==> src/rtl/hls_if_pkg.sv <==
// Shared types and constants for the HLS result reader block.
// No logic; only compile-time definitions.
// No flow control; only compile-time definitions.
package hls_if_pkg;

   typedef enum logic [1:0] {
      IDLE  = 2'd0,
      START = 2'd1,
      WAIT  = 2'd2,
      DRAIN = 2'd3
   } state_e;

   localparam int RESULT_W = 32;
   localparam int SYM_W    = 2;
   localparam int NUM_SYM  = RESULT_W / SYM_W;

   // Watchdog counter width for a given abort limit
   function automatic int wd_width(input int timeout);
      return (timeout > 2) ? $clog2(timeout) : 1;
   endfunction

endpackage

==> src/rtl/hls_result_reader_sym_serializer.sv <==
// Holds a captured result word and emits it LSB-first, SYM_W bits per beat.
// Latency: first symbol valid the cycle after load; one symbol per accepted beat.
// Backpressure: symbol and index hold while sym_valid & !sym_ready.
module sym_serializer #(
   parameter int RESULT_W = 32,
   parameter int SYM_W    = 2
) (
   input  logic                clk,
   input  logic                reset,
   input  logic                load,
   input  logic [RESULT_W-1:0] load_dat,
   output logic                sym_valid,
   output logic [SYM_W-1:0]    sym_data,
   input  logic                sym_ready,
   output logic                done
);
   import hls_if_pkg::*;

   localparam int N     = RESULT_W / SYM_W;
   localparam int IDX_W = (N > 1) ? $clog2(N) : 1;
   localparam logic [IDX_W-1:0] LAST_IDX = IDX_W'(N - 1);

   logic [RESULT_W-1:0] result_q, result_d;
   logic [IDX_W-1:0]    idx_q, idx_d;
   logic                valid_q, valid_d;

   // The result shifts right on each accept, so the current symbol always
   // sits in the low bits and comes straight from a flop.
   always_comb begin
      result_d = result_q;
      idx_d    = idx_q;
      valid_d  = valid_q;
      done     = 1'b0;
      if (load) begin
         result_d = load_dat;
         idx_d    = '0;
         valid_d  = 1'b1;
      end else if (valid_q && sym_ready) begin
         result_d = result_q >> SYM_W;
         if (idx_q == LAST_IDX) begin
            idx_d   = '0;
            valid_d = 1'b0;
            done    = 1'b1;
         end else begin
            idx_d = idx_q + 1'b1;
         end
      end
   end

   // State registers with synchronous active-low clear
   always_ff @(posedge clk) begin
      if (!reset) begin
         result_q <= '0;
         idx_q    <= '0;
         valid_q  <= 1'b0;
      end else begin
         result_q <= result_d;
         idx_q    <= idx_d;
         valid_q  <= valid_d;
      end
   end

   assign sym_valid = valid_q;
   assign sym_data  = result_q[SYM_W-1:0];

endmodule

==> src/rtl/hls_result_reader.sv <==
// Starts an HLS core, waits for finish under a watchdog, streams the result as symbols.
// Latency: start one cycle after trigger; first symbol one cycle after finish.
// Backpressure: symbol stream stalls on !sym_ready; waitrequest mirrors stall_i.
module hls_result_reader #(
   parameter int RESULT_W = hls_if_pkg::RESULT_W,
   parameter int SYM_W    = hls_if_pkg::SYM_W,
   parameter int TIMEOUT  = 1024
) (
   input  logic                clk,
   input  logic                reset,
   input  logic                trigger,
   output logic                start,
   input  logic                stall_i,
   output logic                waitrequest,
   input  logic                finish,
   input  logic [RESULT_W-1:0] return_val,
   output logic                sym_valid,
   output logic [SYM_W-1:0]    sym_data,
   input  logic                sym_ready,
   output logic                busy,
   output logic                timeout_o,
   output logic [7:0]          run_count
);
   import hls_if_pkg::*;

   localparam int WD_W = wd_width(TIMEOUT);
   localparam logic [WD_W-1:0] WD_MAX = WD_W'(TIMEOUT - 1);

   state_e          state_q, state_d;
   logic [WD_W-1:0] wd_q, wd_d;
   logic [7:0]      run_q, run_d;
   logic            start_q, start_d;
   logic            busy_q, busy_d;
   logic            timeout_q, timeout_d;
   logic            load;
   logic            done;

   // Next-state, watchdog and run counter; finish beats a same-cycle timeout
   always_comb begin
      state_d   = state_q;
      wd_d      = wd_q;
      run_d     = run_q;
      timeout_d = 1'b0;
      load      = 1'b0;
      case (state_q)
         IDLE: begin
            if (trigger) state_d = START;
         end
         START: begin
            wd_d    = '0;
            state_d = WAIT;
         end
         WAIT: begin
            wd_d = wd_q + 1'b1;
            if (finish) begin
               load    = 1'b1;
               state_d = DRAIN;
            end else if (wd_q == WD_MAX) begin
               timeout_d = 1'b1;
               state_d   = IDLE;
            end
         end
         DRAIN: begin
            if (done) begin
               state_d = IDLE;
               run_d   = run_q + 8'd1;
            end
         end
         default: state_d = IDLE;
      endcase
      start_d = (state_d == START);
      busy_d  = (state_d != IDLE);
   end

   // FSM and registered status outputs
   always_ff @(posedge clk) begin
      if (!reset) begin
         state_q   <= IDLE;
         wd_q      <= '0;
         run_q     <= '0;
         start_q   <= 1'b0;
         busy_q    <= 1'b0;
         timeout_q <= 1'b0;
      end else begin
         state_q   <= state_d;
         wd_q      <= wd_d;
         run_q     <= run_d;
         start_q   <= start_d;
         busy_q    <= busy_d;
         timeout_q <= timeout_d;
      end
   end

   sym_serializer #(
      .RESULT_W (RESULT_W),
      .SYM_W    (SYM_W)
   ) u_ser (
      .clk       (clk),
      .reset     (reset),
      .load      (load),
      .load_dat  (return_val),
      .sym_valid (sym_valid),
      .sym_data  (sym_data),
      .sym_ready (sym_ready),
      .done      (done)
   );

   assign waitrequest = stall_i;
   assign start       = start_q;
   assign busy        = busy_q;
   assign timeout_o   = timeout_q;
   assign run_count   = run_q;

endmodule

==> config.mk <==
export PLATFORM = sky130hd
export DESIGN_NAME = hls_result_reader
export DESIGN_NICKNAME = d
export VERILOG_FILES = /design/src/rtl/hls_if_pkg.sv /design/src/rtl/hls_result_reader_sym_serializer.sv /design/src/rtl/hls_result_reader.sv
export SDC_FILE = /design/constraint.sdc
export NUM_CORES = 1
export LEC_CHECK = 0
export ABC_AREA = 1
export CORE_MARGIN = 8
export CORE_UTILIZATION = 45
export DETAILED_ROUTE_END_ITERATION = 8
export PLACE_DENSITY = 0.73
export SLEW_MARGIN = 30
export SYNTH_ARGS = -nofsm -noshare
export SYNTH_HDL_FRONTEND = slang
export SYNTH_HIERARCHICAL = 1
export SYNTH_SLANG_ARGS = --single-unit
==> constraint.sdc <==
create_clock -name clk -period 2.05 [get_ports clk]
set_clock_uncertainty 0.2 [all_clocks]
set_input_delay 0.205 -clock clk [delete_from_list [all_inputs] [get_ports clk]]
set_output_delay 0.205 -clock clk [all_outputs]
set_load 0.02 [all_outputs]
## Word level (Yosys, flattened, before mapping)

Index checks and enable logic that the tools add are counted.

| word-level totals | value |
|---|---|
| flip-flop bits (word level) | 60 |
| input bits | 38 |
| word-level logic and storage cells | 48 |

| cells by class | value |
|---|---|
| $add $sub $neg | 3 |
| eq/ne operators | 6 |
| muxes and demuxes | 18 |
| bitwise gates (word level) | 2 |
| reduce and logical (&&, ||, !) cells | 10 |

Operator list:

| cell | count |
|---|---|
| 32-bit two-way mux | 2 |
| 10-bit case mux with 2 select lines | 1 |
| 10-bit by 1-bit adder with 10-bit output (second input constant) | 1 |
| 10-bit equality test (second input constant) | 1 |
| 1-bit two-way mux | 9 |
| 8-bit by 1-bit adder with 8-bit output (second input constant) | 1 |
| 2-bit two-way mux | 4 |
| 2-bit case mux with 4 select lines | 1 |
| 2-bit nonzero test | 4 |
| 4-bit by 1-bit adder with 4-bit output (second input constant) | 1 |
| 2-bit by 1-bit equality test with 1-bit output (second input constant) | 2 |
| 2-bit equality test (second input constant) | 2 |
| 4-bit equality test (second input constant) | 1 |
| 4-bit two-way mux | 1 |
| 2-bit AND reduction | 2 |
| 3-bit OR reduction | 1 |
| 2-bit logical NOT | 1 |
| 1-bit NOT | 2 |
| 2-bit OR reduction | 1 |
| 1-bit logical AND | 1 |

## Depth between registers and ports, before layout

Gate-level depths: netlist of the first run.

| depth | value |
|---|---|
| depth after elaboration | 7 |
| gate-level depth with buffers | 16 |
| mapped depth without buffers | 14 |

## Modules after synthesis

Netlist of the first run, hierarchy kept.

Modules (own cells, without submodules):

| module | instances | cells an instance | area an instance (µm²) | seq. area each (µm²) |
|---|---|---|---|---|
| sym_serializer | 1 | 278 | 1843.0 | 740.7 |
| hls_result_reader | 1 | 159 | 1114.8 | 460.4 |

## Worst setup path after synthesis of the first run

OpenSTA, ideal clock, no wires.

| timing | value |
|---|---|
| kind | flip-flop to flip-flop |
| start point | register state_q[0] |
| end point | register run_q[6] (netlist: run_count[6]) |
| setup time | 0.119 ns |
| arrival time | 1.868 ns |
| required time | 1.731 ns |
| slack | -0.138 ns |
| cell stages (with the launch flop) | 15 |
| buffers on the path | 2 |
| cells stage by stage | dfxtp_1 inv_1 ha_1 nand2_1 inv_1 buf_6 buf_4 nor2_1 nand2_1 nor2_1 inv_1 nor2_1 nand3_1 o21ai_0 a21oi_1 |

| on the way | value |
|---|---|
| cells in the longest elaborated chain, start to end | 4 |
| elaborated cells on any way between the ends | 5 |

RTL lines:

| what | line | RTL |
|---|---|---|
| start, declared | hls_result_reader.sv:29 | `state_e state_q, state_d;` |
| start signal, assigned | hls_result_reader.sv:85 | `state_q <= state_d;` |
| 2-bit equality test | hls_result_reader.sv:45 | `case (state_q)` |
| 1-bit two-way mux | hls_result_reader.sv:45 |  |
| named net load | hls_result_reader.sv:35 | `logic load;` |
| 1-bit two-way mux | hls_result_reader_sym_serializer.sv:34 | `if (load) begin` |
| named net done | hls_result_reader.sv:36 | `logic done;` |
| 2-bit AND reduction (no line) | - |  |
| end signal, assigned | hls_result_reader.sv:87 | `run_q <= run_d;` |
| end, declared | hls_result_reader.sv:31 | `logic [7:0] run_q, run_d;` |

The timed path passes the listed nets, and every way through them passes these cells.
A chain may end at the register's enable or synchronous reset.

## Worst setup path after layout of the first run

| timing | value |
|---|---|
| start point | register state_q[0] |
| end point | register run_q[5] (netlist: run_count[5]) |

The elaborated chain is that of the path after synthesis.

==> results of run 1 <==
[final timing paths]
check / startpoint / endpoint / slack [ns]
hold reg to reg: wd_q[7] / wd_q[7] / 0.25
setup / recovery: state_q[0] / run_count[5] / 0.16
setup reg to reg: state_q[0] / run_count[5] / 0.16
hold / removal: stall_i / waitrequest / 0.21
[cell families after synthesis]
group / after synthesis / share of synthesized area
and+or+nand+nor: 254 / 0.3503
buffers and inverters: 57 / 0.1058
DFF: 60 / 0.4061
adders and majority gates: 6 / 0.02538
AOI/OAI and AO/OA: 59 / 0.1096
xor gates and xnor gates: 1 / 0.002962
[metrics by stage]
stage	cell area, sq um	TNS (ns)	hold WS [ns]
after global placement	3507	-0.07726	0.2102
after global routing	3707	0	0.2100
after floorplan	2977	0	0.1214
after CTS	3676	0	0.2102
final	3707	0	0.2100
after detailed placement	3507	-0.1650	0.2102
[power by group through the flow]
stage               clock network, uW  registers [uW]  logic (uW)
floorplan                           0            1250         230
global placement                    0            1240         352
detailed placement                  0            1240         357
CTS                               960            1210         360
global route                      996            1220         404
finish                            915            1210         363
[critical path, stage by stage, from the launching register on]
cell and delay [ns]:
dfxtp_2 0.33, inv_1 0.08, ha_2 0.21, nand2_1 0.09
inv_1 0.08, nor2_4 0.12, nand2_2 0.10, inv_2 0.07
nand2_1 0.07, nor2_2 0.12, nand2_1 0.07, o21ai_0 0.14
nand2_1 0.07, nor2_1 0.08
[metal layers]
layer	part of all wire	GRT usage
met5	0	0
met4	0.015	0.07456
met3	0.058	0.04267
met2	0.45	0.2271
met1	0.48	0.1652
[final cells by class]
class	instances	area [sq um]
Clock buffer	11	141.4
Sequential cell	60	1205
Inverter	38	157.7
Clock inverter	5	27.53
Timing Repair Buffer	61	603.1
Multi-Input combinational cell	320	1476
Tap cell	77	96.34
Fill cell	605	2643
[state kept, by name (all words and copies together), names as in the netlist]
| name | flops |
|---|---|
| busy | 1 |
| run_count | 8 |
| start | 1 |
| state_q | 2 |
| timeout_o | 1 |
| u_ser/idx_q | 4 |
| u_ser/result_q | 32 |
| u_ser/sym_valid | 1 |
| wd_q | 10 |
[timing repair]
item,CTS,global route
hold endpoints to repair,0,0
resized for setup,0,13
setup endpoints to repair,0,33
[Yosys cell counts]
cell type  instances
dfxtp_1           60
clkinv_4           1
a21oi_2            5
inv_2              2
nand2_8            1
nor2_2             3
xor2_1             1
nand3b_1           1
nand2_2            4
nor2_4             1
nor3_1             5
nor3b_2            1
clkinv_1           3
clkbuf_1           3
inv_1             31
buf_6              7
nand4_1            1
nand2_1          199
o21a_1             1
a211oi_1           2
nor3b_1            1
inv_8              1
o21bai_1           1
o21ai_1            2
nor2_1            28
buf_4              9
nand3_1            8
nand3_2            1
o21ai_0            8
ha_1               6
a21oi_1           40
==> flow_summary_export.csv, run 1 <==
group,metric,value,unit
outcome,status,"finished clean",
floorplan,die_area,0.009424,sq mm
drt,first_iter_violations,77,
final_layout,antenna_cells,0,
global_route,track_usage,0.1414,
timing,fmax,0.5283,GHz
drt,drtPass1Iterations,5,
power,fin_total_pwr,2491,uW
floorplan,core,0.006350,sq mm
timing,rsz0062_at_grt,"no",
final_layout,syn_to_final_growth,25.34,%
drt,via_per_inst,4.712,
timing,hold_viol,0,
timing,slew_headroom,0.7938,
synthesis,ys_ff_latch,60,
placement,portBuffers,50,
synthesis,synth_area,0.002958,sq mm
final_layout,final_cells,572,
worst_setup_path,crit_required,2.12,ns
drt,drc,0,
floorplan,row_count,29,
synthesis,synth_fp_nets,481,
synthesis,avgSynthCellArea,6.769,sq um
final_layout,nets,534,
drt,wl_per_cell,11.59,um
clock_tree,cts_tree,"done",
synthesis,synth_top_area_cell,"dfxtp_1",
global_route,first_global_vias,2569,
clock_tree,clock_latency,0.33,ns
timing,layout_setup_ws,0.1573,ns
clock_tree,cts_htree_levels,3,
worst_setup_path,reg2reg_depth,13,
final_layout,layout_common_cells,"nand2_1 (197), dfxtp_1 (57), clkdlybuf4s50_1 (50), a21oi_1 (40), inv_1 (30)",
global_route,grt_max_degree,36,
worst_setup_path,startpoint_type,"flop",
worst_setup_path,worstPathMaxFanout,4,
power,max-vdd-ir-drop,360.2,uV
placement,place_hpwl,4577,um
clock_tree,cts_root_buf,"clkbuf_8",
floorplan,ioPinCount,53,
clock_tree,clock-sinks,60,
power,seqPwrFrac,0.487,
floorplan,dieWidth,97.08,um
global_route,antenna_found_initial,0,
power,comb_power_share,0.146,
placement,dp_cells,556,
timing,worst_pin_slew,0.3070,ns
global_route,grt_overflow_total,0,
power,p_leak,0.001489,uW
final_layout,final_common_cell,"nand2_1",
floorplan,die_y,97.08,um
drt,routed_wirelength,6628,um
placement,gp_congestion,0.7960,
placement,place_ws,-0.09059,ns
synthesis,ys_types,31,
synthesis,ys_top_cells_by_area,"dfxtp_1 (41%), nand2_1 (25%), a21oi_1 (6.8%)",
timing,period_needed,1.893,ns
synthesis,synth_top_area_share,0.4061,
run,drv_cap,0,
worst_setup_path,end_kind,"flop",
worst_hold_path,hp-class,"in -> out",
worst_setup_path,cp.arrival,1.96,ns
global_route,grt_pass1_wl,11310,um
drt,route.antenna.remaining_nets,0,
clock_tree,cts-hold-fix-buffers,0,
clock_tree,numCtsBuffers,9,
power,internal_power,1815,uW
worst_hold_path,holdPathStages,0,
clock_tree,post-cts-setup-buffers,0,
synthesis,yosysWarnings,6,
timing,drv_slew,0,
drt,vias,2695,
power,power_density,671.9,mW/mm^2
power,clockPowerShare,0.367,
worst_setup_path,criticalPathCategory,"reg -> reg",
clock_tree,clkSlewWorstSetupHoldPaths,0.06,ns
synthesis,seq_area_frac_synth,0.4061,
power,p_sw_frac,0.2712,
final_layout,drive_gt1_frac,0.1192,
power,power_switching,675.6,uW
final_layout,post-route-util,0.5838,
clock_tree,clockBufferDepth,2,
floorplan,start_util,0.4658,
timing,finalSetupViolations,0,
timing,period_share,0.9233,
synthesis,syn_inst,437,
Power figures use the tool's default switching activity.
==> run 2, diff against run 1 <==
--- a/config.mk
+++ b/config.mk
@@ -8,6 +8,7 @@
 export ABC_AREA = 1
 export CORE_MARGIN = 8
 export CORE_UTILIZATION = 45
+export CTS_CLUSTER_DIAMETER = 50
 export DETAILED_ROUTE_END_ITERATION = 8
 export PLACE_DENSITY = 0.73
 export SLEW_MARGIN = 30
==> results of run 2 <==
Same layout as run 1: the final DEF is identical, and so are final timing and power.
